===== src/rtl/seg7_pkg.sv =====
// seg7_pkg: definitions shared by the 7-segment scan driver and receiver.
//   - Segment bit order: bit0=a, bit1=b, bit2=c, bit3=d, bit4=e, bit5=f,
//     bit6=g. Patterns below are active-high ({g..a}).
//   - SEG_0..SEG_F glyph patterns for BCD and hex digits.
//   - Scan receiver FSM state encoding.
//   - onehot_to_index: digit position of a one-hot anode vector.
package seg7_pkg;

  localparam int unsigned NUM_DIGITS = 4;
  localparam int unsigned SEG_W      = 7;
  localparam int unsigned NIBBLE_W   = 4;

  // Segment bit positions within a pattern
  localparam int unsigned SEG_BIT_A = 0;
  localparam int unsigned SEG_BIT_B = 1;
  localparam int unsigned SEG_BIT_C = 2;
  localparam int unsigned SEG_BIT_D = 3;
  localparam int unsigned SEG_BIT_E = 4;
  localparam int unsigned SEG_BIT_F = 5;
  localparam int unsigned SEG_BIT_G = 6;

  // Glyph patterns, active-high {g,f,e,d,c,b,a}
  localparam logic [SEG_W-1:0] SEG_0 = 7'h3F;
  localparam logic [SEG_W-1:0] SEG_1 = 7'h06;
  localparam logic [SEG_W-1:0] SEG_2 = 7'h5B;
  localparam logic [SEG_W-1:0] SEG_3 = 7'h4F;
  localparam logic [SEG_W-1:0] SEG_4 = 7'h66;
  localparam logic [SEG_W-1:0] SEG_5 = 7'h6D;
  localparam logic [SEG_W-1:0] SEG_6 = 7'h7D;
  localparam logic [SEG_W-1:0] SEG_7 = 7'h07;
  localparam logic [SEG_W-1:0] SEG_8 = 7'h7F;
  localparam logic [SEG_W-1:0] SEG_9 = 7'h6F;
  localparam logic [SEG_W-1:0] SEG_A = 7'h77;
  localparam logic [SEG_W-1:0] SEG_B = 7'h7C;
  localparam logic [SEG_W-1:0] SEG_C = 7'h39;
  localparam logic [SEG_W-1:0] SEG_D = 7'h5E;
  localparam logic [SEG_W-1:0] SEG_E = 7'h79;
  localparam logic [SEG_W-1:0] SEG_F = 7'h71;

  // Nibble stored for a pattern that does not decode
  localparam logic [NIBBLE_W-1:0] NIBBLE_INVALID = 4'hF;

  typedef enum logic [1:0] {
    IDLE   = 2'd0,
    SETTLE = 2'd1,
    HELD   = 2'd2
  } scan_state_e;

  // Highest set bit wins; callers only rely on the result for one-hot input.
  function automatic logic [1:0] onehot_to_index(input logic [NUM_DIGITS-1:0] v);
    logic [1:0] idx;
    idx = '0;
    for (int unsigned i = 0; i < NUM_DIGITS; i++) begin
      if (v[i]) idx = 2'(i);
    end
    return idx;
  endfunction

endpackage


===== src/rtl/seg7_pattern_decode.sv =====
// seg7_pattern_decode: combinational 7-segment pattern -> nibble decoder.
//   pattern : in  7  active-high segment pattern {g..a}
//   valid   : out 1  pattern is a recognised glyph
//   nibble  : out 4  decoded value; 4'hF when the pattern is not recognised
// Configuration macro HEX_DECODE_EN: when defined, the A..F glyphs are also
// recognised; otherwise only 0..9 decode and A..F count as invalid.
module seg7_pattern_decode
  import seg7_pkg::*;
(
  input  logic [SEG_W-1:0]    pattern,
  output logic                valid,
  output logic [NIBBLE_W-1:0] nibble
);

  always_comb begin
    valid  = 1'b1;
    nibble = NIBBLE_INVALID;
    case (pattern)
      SEG_0: nibble = 4'h0;
      SEG_1: nibble = 4'h1;
      SEG_2: nibble = 4'h2;
      SEG_3: nibble = 4'h3;
      SEG_4: nibble = 4'h4;
      SEG_5: nibble = 4'h5;
      SEG_6: nibble = 4'h6;
      SEG_7: nibble = 4'h7;
      SEG_8: nibble = 4'h8;
      SEG_9: nibble = 4'h9;
`ifdef HEX_DECODE_EN
      SEG_A: nibble = 4'hA;
      SEG_B: nibble = 4'hB;
      SEG_C: nibble = 4'hC;
      SEG_D: nibble = 4'hD;
      SEG_E: nibble = 4'hE;
      SEG_F: nibble = 4'hF;
`endif
      default: valid = 1'b0;
    endcase
  end

endmodule


===== src/rtl/seven_seg_scan_decoder.sv =====
// seven_seg_scan_decoder: receive side of a 4-digit multiplexed 7-segment
// scan. Watches the anode/cathode pins and rebuilds the displayed BCD word.
//   clk         : in  1   rising-edge clock
//   rst         : in  1   asynchronous active-high reset
//   SEG_ANODE   : in  4   digit enables, bit k = digit k (digit 3 = bcd_in[15:12])
//   SEG_CATHODE : in  7   segments, bit0=a .. bit6=g
//   bcd_in      : out 16  last complete frame {d3,d2,d1,d0}
//   frame_valid : out 1   one-cycle pulse when bcd_in updates
//   frame_err   : out 1   with frame_valid: some digit of the frame did not decode
//   anode_err   : out 1   one-cycle pulse when more than one anode becomes active
// Parameters: SETTLE_CYCLES (stable synced cycles before capture, >=1),
//             ACTIVE_LOW (1: pins active-low, 0: active-high).
// Configuration macro HEX_DECODE_EN (handled in seg7_pattern_decode) adds
// A..F glyph decoding.
module seven_seg_scan_decoder
  import seg7_pkg::*;
#(
  parameter int unsigned SETTLE_CYCLES = 4,
  parameter bit          ACTIVE_LOW    = 1'b1
) (
  input  logic                  clk,
  input  logic                  rst,
  input  logic [NUM_DIGITS-1:0] SEG_ANODE,
  input  logic [SEG_W-1:0]      SEG_CATHODE,
  output logic [15:0]           bcd_in,
  output logic                  frame_valid,
  output logic                  frame_err,
  output logic                  anode_err
);

  localparam int unsigned    CNT_W    = (SETTLE_CYCLES > 1) ? $clog2(SETTLE_CYCLES) : 1;
  localparam logic [CNT_W-1:0] CNT_LAST = CNT_W'(SETTLE_CYCLES - 1);

  // Pin normalisation and synchroniser
  logic [NUM_DIGITS-1:0] anode_norm;
  logic [SEG_W-1:0]      cath_norm;

  logic [NUM_DIGITS-1:0] anode_s1_q, anode_s1_d;
  logic [NUM_DIGITS-1:0] anode_s2_q, anode_s2_d;
  logic [NUM_DIGITS-1:0] anode_prev_q, anode_prev_d;
  logic [SEG_W-1:0]      cath_s1_q, cath_s1_d;
  logic [SEG_W-1:0]      cath_s2_q, cath_s2_d;
  logic [SEG_W-1:0]      cath_prev_q, cath_prev_d;

  always_comb begin
    anode_norm   = ACTIVE_LOW ? ~SEG_ANODE : SEG_ANODE;
    cath_norm    = ACTIVE_LOW ? ~SEG_CATHODE : SEG_CATHODE;
    anode_s1_d   = anode_norm;
    anode_s2_d   = anode_s1_q;
    anode_prev_d = anode_s2_q;
    cath_s1_d    = cath_norm;
    cath_s2_d    = cath_s1_q;
    cath_prev_d  = cath_s2_q;
  end

  // Change detection and anode classification on the synced values
  logic       anode_chg;
  logic       cath_chg;
  logic       change;
  logic       multi_hot;
  logic       one_hot;
  logic [1:0] digit_idx;

  always_comb begin
    anode_chg = (anode_s2_q != anode_prev_q);
    cath_chg  = (cath_s2_q != cath_prev_q);
    change    = anode_chg | cath_chg;
    multi_hot = ((anode_s2_q & (anode_s2_q - NUM_DIGITS'(1))) != '0);
    one_hot   = (anode_s2_q != '0) && !multi_hot;
    digit_idx = onehot_to_index(anode_s2_q);
  end

  logic                dec_valid;
  logic [NIBBLE_W-1:0] dec_nibble;

  seg7_pattern_decode u_decode (
    .pattern (cath_s2_q),
    .valid   (dec_valid),
    .nibble  (dec_nibble)
  );

  // Scan FSM, settle counter and frame assembly
  scan_state_e state_q, state_d;
  logic [CNT_W-1:0] cnt_q, cnt_d;
  // Set once the current anode dwell has produced a capture; cleared on any
  // anode change so a cathode glitch inside a dwell cannot recapture.
  logic dwell_done_q, dwell_done_d;
  logic capture;

  logic [NUM_DIGITS-1:0]               mask_q, mask_d;
  logic [NUM_DIGITS-1:0][NIBBLE_W-1:0] shadow_q, shadow_d;
  logic                                err_acc_q, err_acc_d;
  logic                                frame_done;

  logic [15:0] bcd_q, bcd_d;
  logic        frame_valid_q, frame_valid_d;
  logic        frame_err_q, frame_err_d;
  logic        anode_err_q, anode_err_d;

  always_comb begin
    state_d      = state_q;
    cnt_d        = cnt_q;
    dwell_done_d = dwell_done_q;
    capture      = 1'b0;
    // Only a fresh multi-anode condition is reported, not every cycle it persists.
    anode_err_d  = multi_hot & anode_chg;

    if (anode_chg) dwell_done_d = 1'b0;

    case (state_q)
      IDLE: begin
        if (one_hot) begin
          state_d = SETTLE;
          cnt_d   = '0;
        end
      end
      SETTLE: begin
        if (change) begin
          cnt_d   = '0;
          state_d = one_hot ? SETTLE : IDLE;
        end else if (cnt_q == CNT_LAST) begin
          state_d = HELD;
          capture = !dwell_done_q;
        end else begin
          cnt_d = cnt_q + CNT_W'(1);
        end
      end
      HELD: begin
        if (change) begin
          cnt_d   = '0;
          state_d = one_hot ? SETTLE : IDLE;
        end
      end
      default: begin
        state_d = IDLE;
        cnt_d   = '0;
      end
    endcase

    if (capture) dwell_done_d = 1'b1;

    // Frame completion publishes the old shadow while a coincident capture
    // starts the next frame's mask and error accumulator.
    frame_done    = (mask_q == '1);
    bcd_d         = frame_done ? shadow_q : bcd_q;
    frame_valid_d = frame_done;
    frame_err_d   = frame_done & err_acc_q;
    mask_d        = frame_done ? '0 : mask_q;
    err_acc_d     = frame_done ? 1'b0 : err_acc_q;
    shadow_d      = shadow_q;

    if (capture) begin
      shadow_d[digit_idx] = dec_nibble;
      mask_d[digit_idx]   = 1'b1;
      err_acc_d           = err_acc_d | !dec_valid;
    end
  end

  always_ff @(posedge clk or posedge rst) begin
    if (rst) begin
      anode_s1_q    <= '0;
      anode_s2_q    <= '0;
      anode_prev_q  <= '0;
      cath_s1_q     <= '0;
      cath_s2_q     <= '0;
      cath_prev_q   <= '0;
      state_q       <= IDLE;
      cnt_q         <= '0;
      dwell_done_q  <= 1'b0;
      mask_q        <= '0;
      shadow_q      <= '0;
      err_acc_q     <= 1'b0;
      bcd_q         <= '0;
      frame_valid_q <= 1'b0;
      frame_err_q   <= 1'b0;
      anode_err_q   <= 1'b0;
    end else begin
      anode_s1_q    <= anode_s1_d;
      anode_s2_q    <= anode_s2_d;
      anode_prev_q  <= anode_prev_d;
      cath_s1_q     <= cath_s1_d;
      cath_s2_q     <= cath_s2_d;
      cath_prev_q   <= cath_prev_d;
      state_q       <= state_d;
      cnt_q         <= cnt_d;
      dwell_done_q  <= dwell_done_d;
      mask_q        <= mask_d;
      shadow_q      <= shadow_d;
      err_acc_q     <= err_acc_d;
      bcd_q         <= bcd_d;
      frame_valid_q <= frame_valid_d;
      frame_err_q   <= frame_err_d;
      anode_err_q   <= anode_err_d;
    end
  end

  assign bcd_in      = bcd_q;
  assign frame_valid = frame_valid_q;
  assign frame_err   = frame_err_q;
  assign anode_err   = anode_err_q;

endmodule


===== config.mk =====
export PLATFORM = sky130hd
export DESIGN_NAME = seven_seg_scan_decoder
export DESIGN_NICKNAME = d
export VERILOG_FILES = /design/src/rtl/seg7_pkg.sv /design/src/rtl/seg7_pattern_decode.sv /design/src/rtl/seven_seg_scan_decoder.sv
export SDC_FILE = /design/constraint.sdc
export NUM_CORES = 1
export LEC_CHECK = 0
export CAP_MARGIN = 40
export CORE_MARGIN = 3
export CORE_UTILIZATION = 59
export DETAILED_ROUTE_END_ITERATION = 8
export GPL_TIMING_DRIVEN = 0
export PLACE_DENSITY = 0.83
export SETUP_SLACK_MARGIN = 0.2
export SYNTH_ARGS = -nofsm -noshare
export SYNTH_HDL_FRONTEND = slang
export SYNTH_SLANG_ARGS = --single-unit

===== constraint.sdc =====
create_clock -name clk -period 5.71 [get_ports clk]
set_input_delay 1.142 -clock clk [delete_from_list [all_inputs] [get_ports clk]]
set_output_delay 1.142 -clock clk [all_outputs]
set_load 0.05 [all_outputs]

==> run metrics, run 1 <==
result of the run complete, no violations; fill cell instance count of the final layout 357; Clk pin slew, worst setup/hold paths 0.08 ns; Post-Route Skew 0.0135 ns; RSZ-0062 raised after global routing false; power density of the placed cells 285 nW/um^2; starting utilization of the core area 62.4%; Clk pwr share 39.3%; startpoint kind of the worst setup timing path flip-flop; cells after synthesis 247; CP Max Fanout 2; post-synth design cell area 3010 um^2; final critical path time including I/O delays and setup 2.64 ns; hold violation total from the final report 0; internal power contribution 0.813 mW; Site Rows 25; H-tree levels 3; worst rel slew slack 57.0%; placer's final routability congestion estimate 0.763; Antenna Cells 0; clk sinks 78; Ys Warns 0; final cycle utilization of the critical path 46.2%; final count of negative-setup-slack endpoints 0; startpoint of the worst setup timing path bcd_in[5]; detailed-route vias per instance 5.25; post-synthesis register bit count 78; critical path depth in cells 1; number of nets in the final layout 304; most area-hungry cell type in the Yosys netlist sky130_fd_sc_hd__dfrtp_1; post-CTS resize count 0; Post-Route Setup TNS 0 ns; maximum number of pins on one net before global-route repair 51; clock root buffer master sky130_fd_sc_hd__clkbuf_8; DPL Wire Length 3.28 mm; post-route DRC violation count 0; number of cells traversed by the worst register-to-register path 7; floorplan core area 4820 um^2; FF-to-FF setup slack 3.14 ns; Chip Width 77.4 um; worst ir drop on vdd 0.000285 V; startpoint of the worst register-to-register path anode_prev_d[3]; wire length reported by the detailed router 4.93 mm; Detail Route Antenna Nets 0; CTS Buffer Depth 2; CP cell instances clkdlybuf4s50_1; distinct cell type count after synthesis 42; mean area per synthesized cell 12.2 um^2; Worst Path Arrival 1.50 ns; combinational fraction of design power 5.2%; Reg power frac 55.5%; Die Ht 77.4 um; max cap viols 0; number of nets produced by synthesis 261; post-CTS setup-driven buffer insertion count 0; delay of the slowest cell on the worst path 0.80 ns; number of antenna violations at the first check in global routing 0; clock tree from TritonCTS built; violation count after the first detailed-route iteration 113; achievable frequency 379 MHz; register area share after synthesis 64.9%; cell area reported after detailed placement 3430 um^2; Switch Pwr 0.224 mW; average wire length per cell after detail routing 13.6 um; category of cells accounting for the largest share of critical-path delay buffers and inverters; global-route usage over all layers 19.3%; area of the die 5990 um^2; combined buffer and inverter count along the critical path 1; Detailed Routing Iterations Pass 1 4; overall overflow remaining after global route 0; critical path start-end classification flip-flop to output port; finished layout cell area 3630 um^2; number of pins with negative max-slew slack in the final report 0; CP Data Required Time 4.57 ns; clock latency of the later-clocked register in the worst-skew pair 0.35 ns; ratio of cells with drive above 1 in the final layout 15.3%; sort of element at the end of the critical path output port; sw frac 21.6%; wire length of the first global-routing pass 8.85 mm; hold-fix buffers at CTS 0; layout overhead on the synthesized area 20.8%; Static Leakage 1.79 nW; endpoint of the most critical setup path bcd_in[5]; Top-Level Pins 32; vias in the first global route 1918; TritonCTS buffer count 9; transition time at the pin with the least slew margin 0.640 ns; number of buffers added on ports 31; overall via count from detail_route 1899; slowest library cell on the worst path sky130_fd_sc_hd__clkdlybuf4s50_1; top cell type's share of synthesized area 64.9%; destination of the worst register-to-register timing path shadow_q[9]; smallest hold slack 0.352 ns; worst min-delay path class flip-flop to flip-flop; top area cells in the synthesized netlist sky130_fd_sc_hd__dfrtp_1 65%, sky130_fd_sc_hd__nand2_1 6.6%, sky130_fd_sc_hd__mux2_2 6.0%
==> power groups by stage <==
stage / Combinational (mW) / Clock [mW] / Sequential [mW]
2_1_floorplan: 0.0326 / 0 / 0.586
3_3_place_gp: 0.0507 / 0 / 0.585
3_5_place_dp: 0.0548 / 0 / 0.586
4_1_cts: 0.0552 / 0.417 / 0.575
5_1_grt: 0.0601 / 0.444 / 0.577
6_report: 0.0540 / 0.408 / 0.575
==> kinds of logic after synthesis <==
logic type	after synthesis	share of synthesized area, %
mux	16	5.99
flops	78	64.9
xor+xnor	13	3.79
compound gates	18	4.49
simple gates	95	16.2
fa+ha+maj	3	1.08
buf+inv	24	3.54
==> layout by cell type, fill, tap and decap left out, types with 3 or more instances in the layout <==
cell	count
sky130_fd_sc_hd__dfrtp_1	78
sky130_fd_sc_hd__nand2_1	53
sky130_fd_sc_hd__clkdlybuf4s50_1	31
sky130_fd_sc_hd__mux2_2	16
sky130_fd_sc_hd__inv_1	13
sky130_fd_sc_hd__nor2_1	11
sky130_fd_sc_hd__clkbuf_8	11
sky130_fd_sc_hd__xnor2_1	9
sky130_fd_sc_hd__clkbuf_1	6
sky130_fd_sc_hd__nor3_1	5
sky130_fd_sc_hd__xor2_1	4
sky130_fd_sc_hd__nand3_1	3
sky130_fd_sc_hd__nand3b_1	3
sky130_fd_sc_hd__and3_2	3
sky130_fd_sc_hd__a21o_1	3
sky130_fd_sc_hd__clkinv_2	3
==> cell usage after synthesis <==
cell type and n:
sky130_fd_sc_hd__mux2_2 16, sky130_fd_sc_hd__buf_6 1, sky130_fd_sc_hd__nor4_4 1, sky130_fd_sc_hd__nor4b_1 2, sky130_fd_sc_hd__nor2_1 11, sky130_fd_sc_hd__a21o_1 3
sky130_fd_sc_hd__and3_1 1, sky130_fd_sc_hd__ha_1 1, sky130_fd_sc_hd__clkinv_1 1, sky130_fd_sc_hd__a32o_1 1, sky130_fd_sc_hd__a221o_2 1, sky130_fd_sc_hd__o21a_1 2
sky130_fd_sc_hd__nor4_1 1, sky130_fd_sc_hd__or4b_2 2, sky130_fd_sc_hd__nand3b_1 3, sky130_fd_sc_hd__buf_4 2, sky130_fd_sc_hd__nor2b_1 1, sky130_fd_sc_hd__nor3b_1 1
sky130_fd_sc_hd__nor3_1 5, sky130_fd_sc_hd__a21oi_1 2, sky130_fd_sc_hd__a221o_1 1, sky130_fd_sc_hd__dfrtp_1 78, sky130_fd_sc_hd__buf_2 1, sky130_fd_sc_hd__nand3_1 3
sky130_fd_sc_hd__xor2_1 4, sky130_fd_sc_hd__nand2_1 53, sky130_fd_sc_hd__xnor2_1 9, sky130_fd_sc_hd__o32ai_1 1, sky130_fd_sc_hd__maj3_1 2, sky130_fd_sc_hd__inv_1 14
sky130_fd_sc_hd__o211ai_1 1, sky130_fd_sc_hd__nand4_1 2, sky130_fd_sc_hd__and3_2 3, sky130_fd_sc_hd__and4b_1 2, sky130_fd_sc_hd__nand2b_1 2, sky130_fd_sc_hd__clkbuf_1 5
sky130_fd_sc_hd__nor4b_4 1, sky130_fd_sc_hd__o21ai_0 2, sky130_fd_sc_hd__or4_1 1, sky130_fd_sc_hd__o31a_1 1, sky130_fd_sc_hd__a211o_1 1, sky130_fd_sc_hd__o22ai_1 2
==> area by class of cell <==
type | count | area (um^2) | area share [%]
clock inverter | 4 | 45.0 | 1.24
clock buffer | 12 | 155 | 4.27
sequential | 78 | 1950 | 53.8
timing repair buffer | 32 | 338 | 9.30
inverter | 15 | 58.8 | 1.62
buffer | 9 | 50.0 | 1.38
multi-input combinational | 145 | 948 | 26.1
tap | 67 | 83.8 | 2.31
==> layer usage <==
metal	share of wire [%]	vias to the layer above	wire length (um)	track usage [%]
li1	-	914	-	-
met1	44	924	2170	25.2
met2	48	49	2380	28.8
met3	4.9	12	241	4.76
met4	2.8	0	137	12.6
met5	0	-	0	0
==> worst min path at each step <==
| stage | from | end | cells after the start |
|---|---|---|---|
| final | anode_s1_q[1] | anode_prev_d[1] | 0 |
| after global routing | cath_s1_q[1] | cath_prev_d[1] | 0 |
| after CTS | cath_s1_q[1] | cath_prev_d[1] | 0 |
| after detailed placement | cath_s1_q[4] | cath_prev_d[4] | 0 |
| after global placement | cath_s1_q[3] | cath_prev_d[3] | 0 |
| after floorplan | anode_s1_q[0] | anode_prev_d[0] | 0 |
==> stage by stage <==
stage / utilization (%) / instances / setup WS [ns] / power, mW
final: 75.4 / 362 / 3.07 / 1.04
after global routing: 75.4 / 362 / 2.97 / 1.08
after CTS: 75.4 / 362 / 3.05 / 1.05
after detailed placement: 71.2 / 346 / 3.21 / 0.641
after global placement: 70.6 / 345 / 1.50 / 0.636
after floorplan: - / 247 / 2.57 / 0.619
==> flip-flops by register name, indices dropped and copies added (netlist names), 2 cells and up <==
signal        cells
cnt_q             2
cath_s1_q         7
anode_prev_d      4
mask_q            4
state_q           2
cath_prev_q       7
cath_prev_d       7
anode_prev_q      4
shadow_q         16
bcd_in           16
anode_s1_q        4
No activity file was read; power rests on OpenSTA's default activity.
==> run 2, diff against run 1 <==
--- a/config.mk
+++ b/config.mk
@@ -7,10 +7,10 @@
 export LEC_CHECK = 0
 export CAP_MARGIN = 40
 export CORE_MARGIN = 3
-export CORE_UTILIZATION = 59
+export CORE_UTILIZATION = 50
 export DETAILED_ROUTE_END_ITERATION = 8
 export GPL_TIMING_DRIVEN = 0
-export PLACE_DENSITY = 0.83
+export PLACE_DENSITY = 0.75
 export SETUP_SLACK_MARGIN = 0.2
 export SYNTH_ARGS = -nofsm -noshare
 export SYNTH_HDL_FRONTEND = slang
==> constraint.sdc (replaced) <==
create_clock -name clk -period 2.3 [get_ports clk]
set_input_delay 0.46 -clock clk [delete_from_list [all_inputs] [get_ports clk]]
set_output_delay 0.46 -clock clk [all_outputs]
set_load 0.05 [all_outputs]
==> run metrics, run 2 (synthesis results as in run 1) <==
result of the run complete, no violations; RSZ-0062 raised after global routing true; hold-fix buffers at CTS 0 (unchanged); clock tree from TritonCTS built; layout overhead on the synthesized area 29.1%; average wire length per cell after detail routing 14.3 um (+5.4%); CP Data Required Time 2.54 ns (-2.03 ns); wire length of the first global-routing pass 9.19 mm (+3.9%); Antenna Cells 0 (unchanged); Site Rows 27 (+8.0%); CP cell instances buf_6 -> xor2_2 -> nor4_4 -> nor4b_4 -> and4b_1 -> buf_6 -> mux2_4; Chip Width 83.5 um (+8.0%); overall overflow remaining after global route 0 (unchanged); Clk pin slew, worst setup/hold paths 0.08 ns (about the same); area of the die 6980 um^2 (+17%); leading cell types in the layout, fill and taps excluded 76 x sky130_fd_sc_hd__dfrtp_1, 53 x sky130_fd_sc_hd__nand2_1, 31 x sky130_fd_sc_hd__clkdlybuf4s50_1; wire length reported by the detailed router 5.41 mm (+9.7%); hold violation total from the final report 0 (unchanged); placer's final routability congestion estimate 0.821 (+7.6%); clock latency of the later-clocked register in the worst-skew pair 0.36 ns (about the same); vias in the first global route 1936 (+0.94%); clock root buffer master sky130_fd_sc_hd__clkbuf_8; most frequent cell on the critical path sky130_fd_sc_hd__buf_6; utilization after layout 68.4% (-7.0 points); slowest library cell on the worst path sky130_fd_sc_hd__dfrtp_1; startpoint kind of the worst setup timing path flip-flop; worst rel slew slack 51.9% (-5.1 points); transition time at the pin with the least slew margin 0.715 ns (+0.0756 ns); achievable frequency 464 MHz; ratio of cells with drive above 1 in the final layout 20.7% (+5.4 points); area of all sequential standard cells 1950 um^2 (+0.13%); detailed-route vias per instance 5.06 (-3.6%); final critical path time including I/O delays and setup 2.16 ns; critical path start-end classification flip-flop to flip-flop; max cap viols 0 (unchanged); clk sinks 78 (unchanged); Multi-input gate area 1020 um^2 (+7.8%); power density of the placed cells 749 nW/um^2 (+160%); DPL Wire Length 3.60 mm (+9.8%); number of pins with negative max-slew slack in the final report 0 (unchanged); overall via count from detail_route 1906 (+0.37%); smallest hold slack 0.344 ns (-0.00775 ns); global-route usage over all layers 17.2% (-2.1 points); worst ir drop on vdd 0.000489 V (+71%); Detailed Routing Iterations Pass 1 4 (unchanged); post-route DRC violation count 0 (unchanged); delay of the slowest cell on the worst path 0.39 ns (-0.41 ns); Detail Route Antenna Nets 0 (unchanged); Worst Path Arrival 2.39 ns (+0.89 ns); Top-Level Pins 32 (unchanged); final count of negative-setup-slack endpoints 0 (unchanged); number of antenna violations at the first check in global routing 0 (unchanged); CP Max Fanout 5 (+3); sort of element at the end of the critical path flip-flop; Static Leakage 1.89 nW (+5.5%); Die Ht 83.5 um (+8.0%); number of buffers added on ports 31 (unchanged); maximum number of pins on one net before global-route repair 31 (-39%); Post-Route Skew 0.0111 ns (-0.00233 ns); final cycle utilization of the critical path 93.8%; starting utilization of the core area 53.0% (-9.4 points); fill cell instance count of the final layout 411 (+15%); most common cell after layout, fill and taps aside sky130_fd_sc_hd__dfrtp_1; H-tree levels 3 (unchanged); number of nets in the final layout 314 (+3.3%); CTS Buffer Depth 2 (unchanged); worst min-delay path class flip-flop to flip-flop; TritonCTS buffer count 9 (unchanged); violation count after the first detailed-route iteration 94 (-17%); floorplan core area 5680 um^2 (+18%)
[run 2: cell count changes in the layout (fill, tap and decap cells not counted), sizes merged]
cell,delta
buf,+10
clkbuf,-2
clkinvlp,+1
inv,-1
bufinv,+3
clkinv,-1
[run 2: per-stage QoR]
stage / instance area [um^2] / std cells / setup TNS, ns / worst slack [ns] / power (mW)
3_3_place_gp: 3450 / 350 / -1.36 / -0.147 / 1.58
6_report: 3880 / 377 / 0 / 0.143 / 2.91
2_1_floorplan: 3050 / 247 / 0 / 0.123 / 1.54
4_1_cts: 3830 / 372 / 0 / 0.133 / 2.92
5_1_grt: 3880 / 377 / 0 / 0.0255 / 3.01
3_5_place_dp: 3490 / 352 / -2.12 / -0.189 / 1.60
[run 2: final timing paths]
kind,endpoint,cells past startpoint,slack [ns],startpoint
worst max-delay path,shadow_q[10],7,0.14,anode_prev_d[1]
worst min-delay path,anode_prev_d[2],0,0.34,anode_s1_q[2]
worst max register to register,shadow_q[10],7,0.14,anode_prev_d[1]
worst min register to register,anode_prev_d[2],0,0.34,anode_s1_q[2]
max in group asynchronous,cath_prev_d[5],4,1.14,rst
min in group asynchronous,anode_s1_q[0],2,0.45,rst
[run 2: power by group]
group	switching (mW)	internal, mW	total (mW)
Combinational	0.0812	0.0722	0.153
Clock	0.491	0.831	1.32
Sequential	0.0265	1.40	1.43
[run 2: final cells by class]
type / count / share of cell area [%]
Inverter: 15 / 1.55
Timing Repair Buffer: 42 / 10.8
Multi-Input combinational cell: 145 / 26.3
Clock buffer: 10 / 3.29
Clock inverter: 6 / 3.45
Tap cell: 72 / 2.32
Buffer: 9 / 1.93
Sequential cell: 78 / 50.4
[run 2: layer usage]
| layer | track usage [%] | vias to the layer above | part of all wire, % |
|---|---|---|---|
| li1 | - | 931 | - |
| met1 | 22.0 | 931 | 45 |
| met2 | 26.4 | 33 | 49 |
| met3 | 5.13 | 11 | 3.9 |
| met4 | 9.21 | 0 | 2.2 |
| met5 | 0 | - | 0 |
[run 2: timing repair]
action,in CTS,in global routing
buffers inserted,4,5
pin swaps,3,4
endpoints found under the setup margin,20,16
resized for setup,16,3
[run 2: worst max-delay path: cells and delay by family, from the launching register on]
| kind | cells | cell delay (ns) |
|---|---|---|
| xor gates and xnor gates | 1 | 0.18 |
| DFF | 1 | 0.39 |
| buffers and inverters | 2 | 0.27 |
| and+or+nand+nor | 3 | 0.90 |
| muxes | 1 | 0.30 |
==> run 3, diff against run 2 <==
--- a/config.mk
+++ b/config.mk
@@ -8,6 +8,7 @@
 export CAP_MARGIN = 40
 export CORE_MARGIN = 3
 export CORE_UTILIZATION = 50
+export CTS_CLUSTER_DIAMETER = 50
 export DETAILED_ROUTE_END_ITERATION = 8
 export GPL_TIMING_DRIVEN = 0
 export PLACE_DENSITY = 0.75
==> results of run 3 <==
No change in the layout: final DEF, timing and power equal those of run 2.
